`config.mk`:
```
export PLATFORM = sky130hd
export DESIGN_NAME = txshift
export DESIGN_NICKNAME = d
export VERILOG_FILES = /design/src/rtl/txshift.sv
export SDC_FILE = /design/constraint.sdc
export NUM_CORES = 1
export LEC_CHECK = 0
export CELL_PAD_IN_SITES_DETAIL_PLACEMENT = 1
export CELL_PAD_IN_SITES_GLOBAL_PLACEMENT = 2
export CORE_MARGIN = 4
export CORE_UTILIZATION = 33
export DETAILED_ROUTE_END_ITERATION = 6
export MAX_ROUTING_LAYER = met4
export PLACE_DENSITY = 0.8
export SLEW_MARGIN = 5
export SYNTH_ARGS = -nofsm -noshare
export SYNTH_HDL_FRONTEND = slang
export SYNTH_SLANG_ARGS = --single-unit
```
`constraint.sdc`:
```
create_clock -name i_Pclk -period 4.4 [get_ports i_Pclk]
set_clock_uncertainty 0.05 [all_clocks]
set_input_delay 1.1 -clock i_Pclk [delete_from_list [all_inputs] [get_ports i_Pclk]]
set_output_delay 1.1 -clock i_Pclk [all_outputs]
set_load 0.02 [all_outputs]
```
`src/rtl/txshift.sv`:
```
// txshift: UART transmit shifter, frames aligned to rising edges of the baud clock.
// Frame: start, 8 data bits LSB first, optional parity, 1 or 2 stop bits.
module txshift #(
   parameter int g_PARITY    = 0,
   parameter int g_STOP_BITS = 1
) (
   input  logic       i_Pclk,
   input  logic       i_Reset,
   input  logic       i_Bclk,
   input  logic       i_Enable,
   input  logic       i_Start,
   input  logic [7:0] i_Data,
   output logic       o_Tx_Serial,
   output logic       o_Busy,
   output logic       o_Done
);
   typedef enum logic [2:0] {S_IDLE, S_WAIT, S_START, S_DATA, S_PARITY, S_STOP} state_t;
   state_t     r_state, w_state_n;
   logic       r_bclk, w_tick;
   logic [7:0] r_shift, w_shift_n;
   logic [2:0] r_idx, w_idx_n;
   logic       r_stop, w_stop_n;
   logic       r_par, w_par_n;
   logic       r_tx, w_tx_n;
   logic       r_done, w_done_n;
   logic       w_last_stop;
   assign w_tick      = i_Bclk & ~r_bclk;
   assign w_last_stop = (g_STOP_BITS == 1) | r_stop;
   always_comb begin
      w_state_n = r_state;
      w_shift_n = r_shift;
      w_idx_n   = r_idx;
      w_stop_n  = r_stop;
      w_par_n   = r_par;
      w_done_n  = 1'b0;
      if (r_state != S_IDLE && !i_Enable) begin
         w_state_n = S_IDLE;
      end else begin
         case (r_state)
            S_IDLE: if (i_Start && i_Enable) begin
               w_state_n = S_WAIT;
               w_shift_n = i_Data;
               w_par_n   = (^i_Data) ^ (g_PARITY == 2);
            end
            S_WAIT: if (w_tick) w_state_n = S_START;
            S_START: if (w_tick) begin
               w_state_n = S_DATA;
               w_idx_n   = 3'd0;
            end
            S_DATA: if (w_tick) begin
               w_shift_n = {1'b0, r_shift[7:1]};
               w_idx_n   = r_idx + 3'd1;
               w_stop_n  = 1'b0;
               if (r_idx == 3'd7) w_state_n = (g_PARITY != 0) ? S_PARITY : S_STOP;
            end
            S_PARITY: if (w_tick) begin
               w_state_n = S_STOP;
               w_stop_n  = 1'b0;
            end
            S_STOP: if (w_tick) begin
               w_state_n = w_last_stop ? S_IDLE : S_STOP;
               w_done_n  = w_last_stop;
               w_stop_n  = 1'b1;
            end
            default: w_state_n = S_IDLE;
         endcase
      end
      // line value follows the state being entered so the output register stays aligned with it
      w_tx_n = (w_state_n == S_START)  ? 1'b0 :
               (w_state_n == S_DATA)   ? w_shift_n[0] :
               (w_state_n == S_PARITY) ? w_par_n : 1'b1;
   end
   always_ff @(posedge i_Pclk) begin
      if (i_Reset) begin
         r_state <= S_IDLE;
         r_bclk  <= 1'b1;
         r_shift <= 8'd0;
         r_idx   <= 3'd0;
         r_stop  <= 1'b0;
         r_par   <= 1'b0;
         r_tx    <= 1'b1;
         r_done  <= 1'b0;
      end else begin
         r_state <= w_state_n;
         r_bclk  <= i_Bclk;
         r_shift <= w_shift_n;
         r_idx   <= w_idx_n;
         r_stop  <= w_stop_n;
         r_par   <= w_par_n;
         r_tx    <= w_tx_n;
         r_done  <= w_done_n;
      end
   end
   assign o_Tx_Serial = r_tx;
   assign o_Busy      = (r_state != S_IDLE);
   assign o_Done      = r_done;
endmodule

```
==> impl_metrics.tcl, run 1 <==
set metrics [dict create \
    status "complete, no violations" \
    period_needed_ns 2.914 \
    overflow 0 \
    cts_tree "built" \
    pin_count 16 \
    path_clk_slew_ns 0.09 \
    dp_hpwl_mm 1.746 \
    rows 19 \
    yosys.cell_types.count 37 \
    yosysWarnings 0 \
    min_path_cells 2 \
    chipHeight_um 62.21 \
    n_antenna_cell 0 \
    critPathMaxFanout 13 \
    crit_type "flop to output port" \
    finalWorstSetupSlack_ns 1.486 \
    grt_start_max_net_pins 16 \
    grt_pass1_vias 904 \
    drive_gt1_share_pct 10.92 \
    cts_buffers 3 \
    firstDrtPassIters 4 \
    wl_met2_mm 1.134 \
    nFillCells 343 \
    synth_edf_count 0 \
    final_area_sq_mm 0.001127 \
    rsz0062_at_grt "no" \
    place_inst 147 \
    hold_violations 0 \
    num-nets-final 136 \
    routed_wl_mm 2.290 \
    path_delay_family "buffers and inverters" \
    fin_setup_tns_ns 0 \
    htree_num_levels 1 \
    maxCapViolations 0 \
    ys_ff_latch 18 \
    setup_viol 0 \
    clkPwrFrac_pct 25.2 \
    clockBufferDepth 2 \
    wl_met3_um 83 \
    m1WireLength_mm 1.054 \
    synth-async-reset-ratio_pct 0 \
    cp.arrival_ns 1.76 \
    power_density_mw_per_mm2 282.2 \
    dpl_cell_area_sq_mm 0.001105 \
    synthesis.area_sq_um 969.7 \
    hp-class "flop to flop" \
    cpPeakStageDelay_ns 0.55 \
    start_util_pct 34.86 \
    synth_nets 123 \
    antenna_found_initial 0 \
    r2r_cells 5 \
    ys_seq_area_share_pct 37.16 \
    syn2layout_area_growth_pct 16.26 \
    max_slew_margin_pct 60.64 \
    min_from "r_idx[1]$_SDFFE_PP0P_" \
    clock-root-buffer "clkbuf_4" \
    crit_buf_inv 1 \
    clock.fmax_mhz 343.1 \
    final.period_utilization_pct 66.23 \
    vias 830 \
    die_w_um 62.21 \
    timing.rr.end "o_Tx_Serial$_SDFF_PP1_" \
    synth_largest_area_cell "dfxtp_1" \
    holdPathEnd "r_idx[1]$_SDFFE_PP0P_" \
    cts_setup_buffers 0 \
    multi_input_area_sq_um 551.8 \
    comb_power_share_pct 19.3 \
    seqPwrFrac_pct 55.5 \
    port_buffers 15 \
    cts_resized 0 \
    avgRoutedWirePerCell_um 15.27 \
    synth.top_cell.area_share_pct 37.16 \
    slowest_stage "clkdlybuf4s50_1" \
    postSynthAreaPerCell_sq_um 8.979 \
    ys.flop_type "dfxtp_1" \
    fin_cells 150 \
    required_ns 3.25 \
    maxSlewViolCount 0 \
    grt_pass1_wl_mm 4.091 \
    swShare_pct 26.07 \
    leakagePower_nw 0.3956 \
    drt-vias-per-instance 5.533 \
    place_congestion 0.7276 \
    cts_hold_buf 0 \
    worstPathCellList "or3_4 -> clkdlybuf4s50_1" \
    ir_drop_uv 114.4 \
    switching_power_mw 0.08295 \
    drt_iter0_markers 20 \
    dp_slack_ns 1.357 \
    intPower_mw 0.2352 \
    startpoint_type "flop" \
    coreArea_sq_mm 0.002781 \
    cts.sinks 18 \
    register_area_sq_um 360.3 \
    utilization_pct 40.53 \
    synth.area.top_cells "dfxtp_1, xnor2_1, a221oi_1, nor2b_1, nor2_1" \
    reg2reg_from "r_state[0]$_SDFF_PP0_" \
    r2r_slack_ns 2.52 \
    grt_usage_pct 12.95 \
    end_kind "output port" \
    design.die.area_sq_mm 0.003869 \
    synthCells 108 \
    drc 0 \
    clk_latency_ns 0.29 \
    top_layer "met4" \
    tightest_slew_ns 0.5886 \
    ant_nets 0 \
]
[per-stage QoR]
| step | power (mW) | hold slack (ns) |
|---|---|---|
| 4_1_cts | 0.3267 | 0.4589 |
| 3_5_place_dp | 0.2424 | 0.4351 |
| 6_report | 0.3182 | 0.4514 |
| 2_1_floorplan | 0.2218 | 0.4085 |
| 5_1_grt | 0.3385 | 0.4904 |
| 3_3_place_gp | 0.2407 | 0.4221 |
[worst max-delay path by stage]
stage	startpoint	endpoint	slack, ns	depth (start not counted)
after global routing	r_state[0]$_SDFF_PP0_	o_Busy	1.40	2
after detailed placement	i_Bclk	o_Tx_Serial$_SDFF_PP1_	1.36	6
after global placement	i_Bclk	o_Tx_Serial$_SDFF_PP1_	1.45	6
after CTS	r_state[0]$_SDFF_PP0_	o_Busy	1.46	2
final	r_state[0]$_SDFF_PP0_	o_Busy	1.49	2
after floorplan	i_Bclk	o_Tx_Serial$_SDFF_PP1_	2.18	6
[layout make-up]
cell class / instances / area share (%)
Sequential cell: 18 / 31.96
Timing Repair Buffer: 15 / 13.32
Multi-Input combinational cell: 82 / 48.95
Clock buffer: 3 / 1.998
Tap cell: 31 / 3.441
Inverter: 1 / 0.3330
[worst min-delay path: stages (launching register included)]
cell and delay (ns):
dfxtp_1 0.34, a21oi_1 0.06, nor2_1 0.07
[logic make-up after synthesis]
logic type / after synthesis / synth area share, %
simple gates: 48 / 26.58
compound gates: 23 / 19.36
flops: 18 / 37.16
xor+xnor: 8 / 7.226
buf+inv: 8 / 5.934
fa+ha+maj: 2 / 2.580
mux: 1 / 1.161
[routing by layer]
| layer | up-vias | global-route usage (%) |
|---|---|---|
| li1 | 411 | - |
| met3 | 2 | 2.883 |
| met5 | - | - |
| met1 | 407 | 15.33 |
| met4 | 0 | 4.878 |
| met2 | 10 | 21.24 |
[layout by cell type (no fill, tap or decap), drive strengths merged, types with 3 or more instances in the layout]
master and count:
a21oi 6, nor2b 8, a221oi 6, nor3 8
dfxtp 18, xnor2 8, clkbuf 3, clkdlybuf4s50 15
nand2 6, nor2 13
[synthesized netlist by cell type, types with 2 or more instances]
library cell	instances
nor3_1	8
xnor2_1	8
buf_6	2
nor2_1	12
nor4_1	2
a21oi_1	5
nand2_1	6
nor2b_1	8
ha_1	2
or2_2	2
nand3_1	2
a211o_1	2
dfxtp_1	18
a221oi_1	6
buf_4	3
[registers in the layout, indices dropped and copies added (netlist names)]
name         cells
r_shift          8
o_Tx_Serial      1
r_bclk           1
r_par            1
r_state          3
r_idx            3
o_Done           1
[power groups by stage]
stage	sequential, mW	clock, mW	combinational, mW
3_5_place_dp	0.180	0	0.0621
4_1_cts	0.177	0.0879	0.0623
5_1_grt	0.178	0.0927	0.0683
3_3_place_gp	0.180	0	0.0607
6_report	0.177	0.0803	0.0613
2_1_floorplan	0.178	0	0.0440
Note: power is estimated with default switching activity, not from simulation.
==> run 2, diff against run 1 <==
CORE_UTILIZATION = 28   (was 33)
PLACE_DENSITY = 0.72   (was 0.8)
clock period = 2.53 ns   (was 4.4 ns; I/O delays follow)
==> run 2 against run 1 <==
Global-route usage shrank 0.38 points. Non-clock buffer count grew 6. Wire length shrank 0.79%. Core utilization shrank 4.4 points. Via count shrank 0.72%. Critical path type unchanged.
==> impl_metrics.tcl, run 2 (synthesis results as in run 1) <==
set metrics [dict create \
    status "complete, no violations" \
    timing.rr.end "r_shift[6]$_SDFFE_PP0P_" \
    grt_usage_pct 12.56 \
    dp_hpwl_mm 1.779 \
    syn2layout_area_growth_pct 24.26 \
    hold_violations 0 \
    routed_wl_mm 2.272 \
    reg2reg_from "r_state[0]$_SDFF_PP0_" \
    period_needed_ns 2.380 \
    avgRoutedWirePerCell_um 13.21 \
    tightest_slew_ns 0.6161 \
    drt_iter0_markers 64 \
    leakagePower_nw 0.4336 \
    n_antenna_cell 0 \
    holdPathEnd "r_idx[2]$_SDFFE_PP0P_" \
    coreArea_sq_mm 0.003337 \
    hp-class "flop to flop" \
    grt_pass1_vias 884 \
    top_regs "r_shift x8, r_idx x3, r_state x3" \
    drive_gt1_share_pct 15.87 \
    cts_resized 0 \
    layout_common_cells "dfxtp_1, clkdlybuf4s50_1, nor2_1" \
    max_slew_margin_pct 58.93 \
    pin_count 16 \
    grt_pass1_wl_mm 4.181 \
    vias 824 \
    drc 0 \
    end_kind "output port" \
    power_density_mw_per_mm2 499.2 \
    overflow 0 \
    required_ns 1.85 \
    design.die.area_sq_mm 0.004469 \
    crit_type "flop to output port" \
    setup_viol 0 \
    fin_setup_tns_ns 0 \
    maxSlewViolCount 0 \
    cts_buffers 3 \
    ant_nets 0 \
    drt-vias-per-instance 4.791 \
    num-nets-final 142 \
    r2r_slack_ns 0.67 \
    htree_num_levels 1 \
    min_from "r_idx[2]$_SDFFE_PP0P_" \
    ir_drop_uv 203.5 \
    place_congestion 0.7624 \
    rsz0062_at_grt "no" \
    final.period_utilization_pct 94.08 \
    total_power_mw 0.6015 \
    rows 21 \
    port_buffers 15 \
    min_path_cells 2 \
    largest_register_ffs 8 \
    maxCapViolations 0 \
    path_clk_slew_ns 0.11 \
    clockBufferDepth 2 \
    startpoint_type "flop" \
    clk_latency_ns 0.29 \
    antenna_found_initial 0 \
    cp.arrival_ns 1.70 \
    clock.fmax_mhz 420.1 \
    chipHeight_um 66.85 \
    clock-root-buffer "clkbuf_4" \
    crit_start "r_state[2]$_SDFF_PP0_" \
    r2r_cells 6 \
    top_register "r_shift" \
    cts_hold_buf 0 \
    cts_tree "built" \
    die_w_um 66.85 \
    cts_setup_buffers 0 \
    start_util_pct 29.06 \
    firstDrtPassIters 4 \
    grt_start_max_net_pins 15 \
    final_common_cell "dfxtp_1" \
    cts.sinks 18 \
    critPathMaxFanout 10 \
]
==> run 2: cell types whose count changed in the layout (fill, tap and decap cells not counted) <==
cell / change
buf_4: +6
clkbuf_8: +1
==> run 2: critical path, cell delays in order (launching register included) <==
cell	delay (ns)
dfxtp_1	0.58
or3_4	0.23
clkdlybuf4s50_1	0.60
==> run 2: how the worst max path moves through the flow <==
stage                                    endpoint  slack [ns]  cells past startpoint
after detailed placement  r_shift[6]$_SDFFE_PP0P_        0.12                      6
after global placement    r_shift[6]$_SDFFE_PP0P_        0.17                      6
final                                      o_Busy        0.15                      2
after CTS                                  o_Busy        0.13                      2
after global routing                       o_Busy        0.07                      2
after floorplan            o_Tx_Serial$_SDFF_PP1_        0.78                      6
==> run 2: cell type report <==
cell class / instances / area, sq um
timing repair buffer: 21 / 195.2
tap: 46 / 57.56
fill: 414 / 2132
clock buffer: 4 / 36.28
sequential: 18 / 360.3
multi-input combinational: 82 / 551.8
inverter: 1 / 3.754
==> run 2: per-stage QoR <==
stage / area (sq um) / instances / util [%] / hold slack (ns) / setup WS, ns
3_5_place_dp: 1169 / 168 / 35.02 / 0.4399 / 0.1209
3_3_place_gp: 1169 / 168 / 35.02 / 0.4206 / 0.1738
5_1_grt: 1205 / 172 / 36.11 / 0.4917 / 0.06851
6_report: 1205 / 172 / 36.11 / 0.4574 / 0.1497
4_1_cts: 1205 / 172 / 36.11 / 0.4688 / 0.1251
2_1_floorplan: 969.7 / 108 / - / 0.4085 / 0.7782
==> run 2: where the power goes <==
group	leakage (nW)	switching, mW	total, mW	internal [mW]
sequential	0.147	0.00728	0.304	0.297
clock	0.0210	0.0940	0.182	0.0876
combinational	0.266	0.0536	0.116	0.0620
total	0.434	0.155	0.602	0.447
==> run 2: routing by layer <==
layer  GRT usage (%)  up-vias  part of all wire [%]
met5               -        -                     0
met4           4.557        0                  0.79
met3           2.530        2                   2.4
met2           19.68       10                    48
met1           15.99      384                    49
li1                -      428                     -
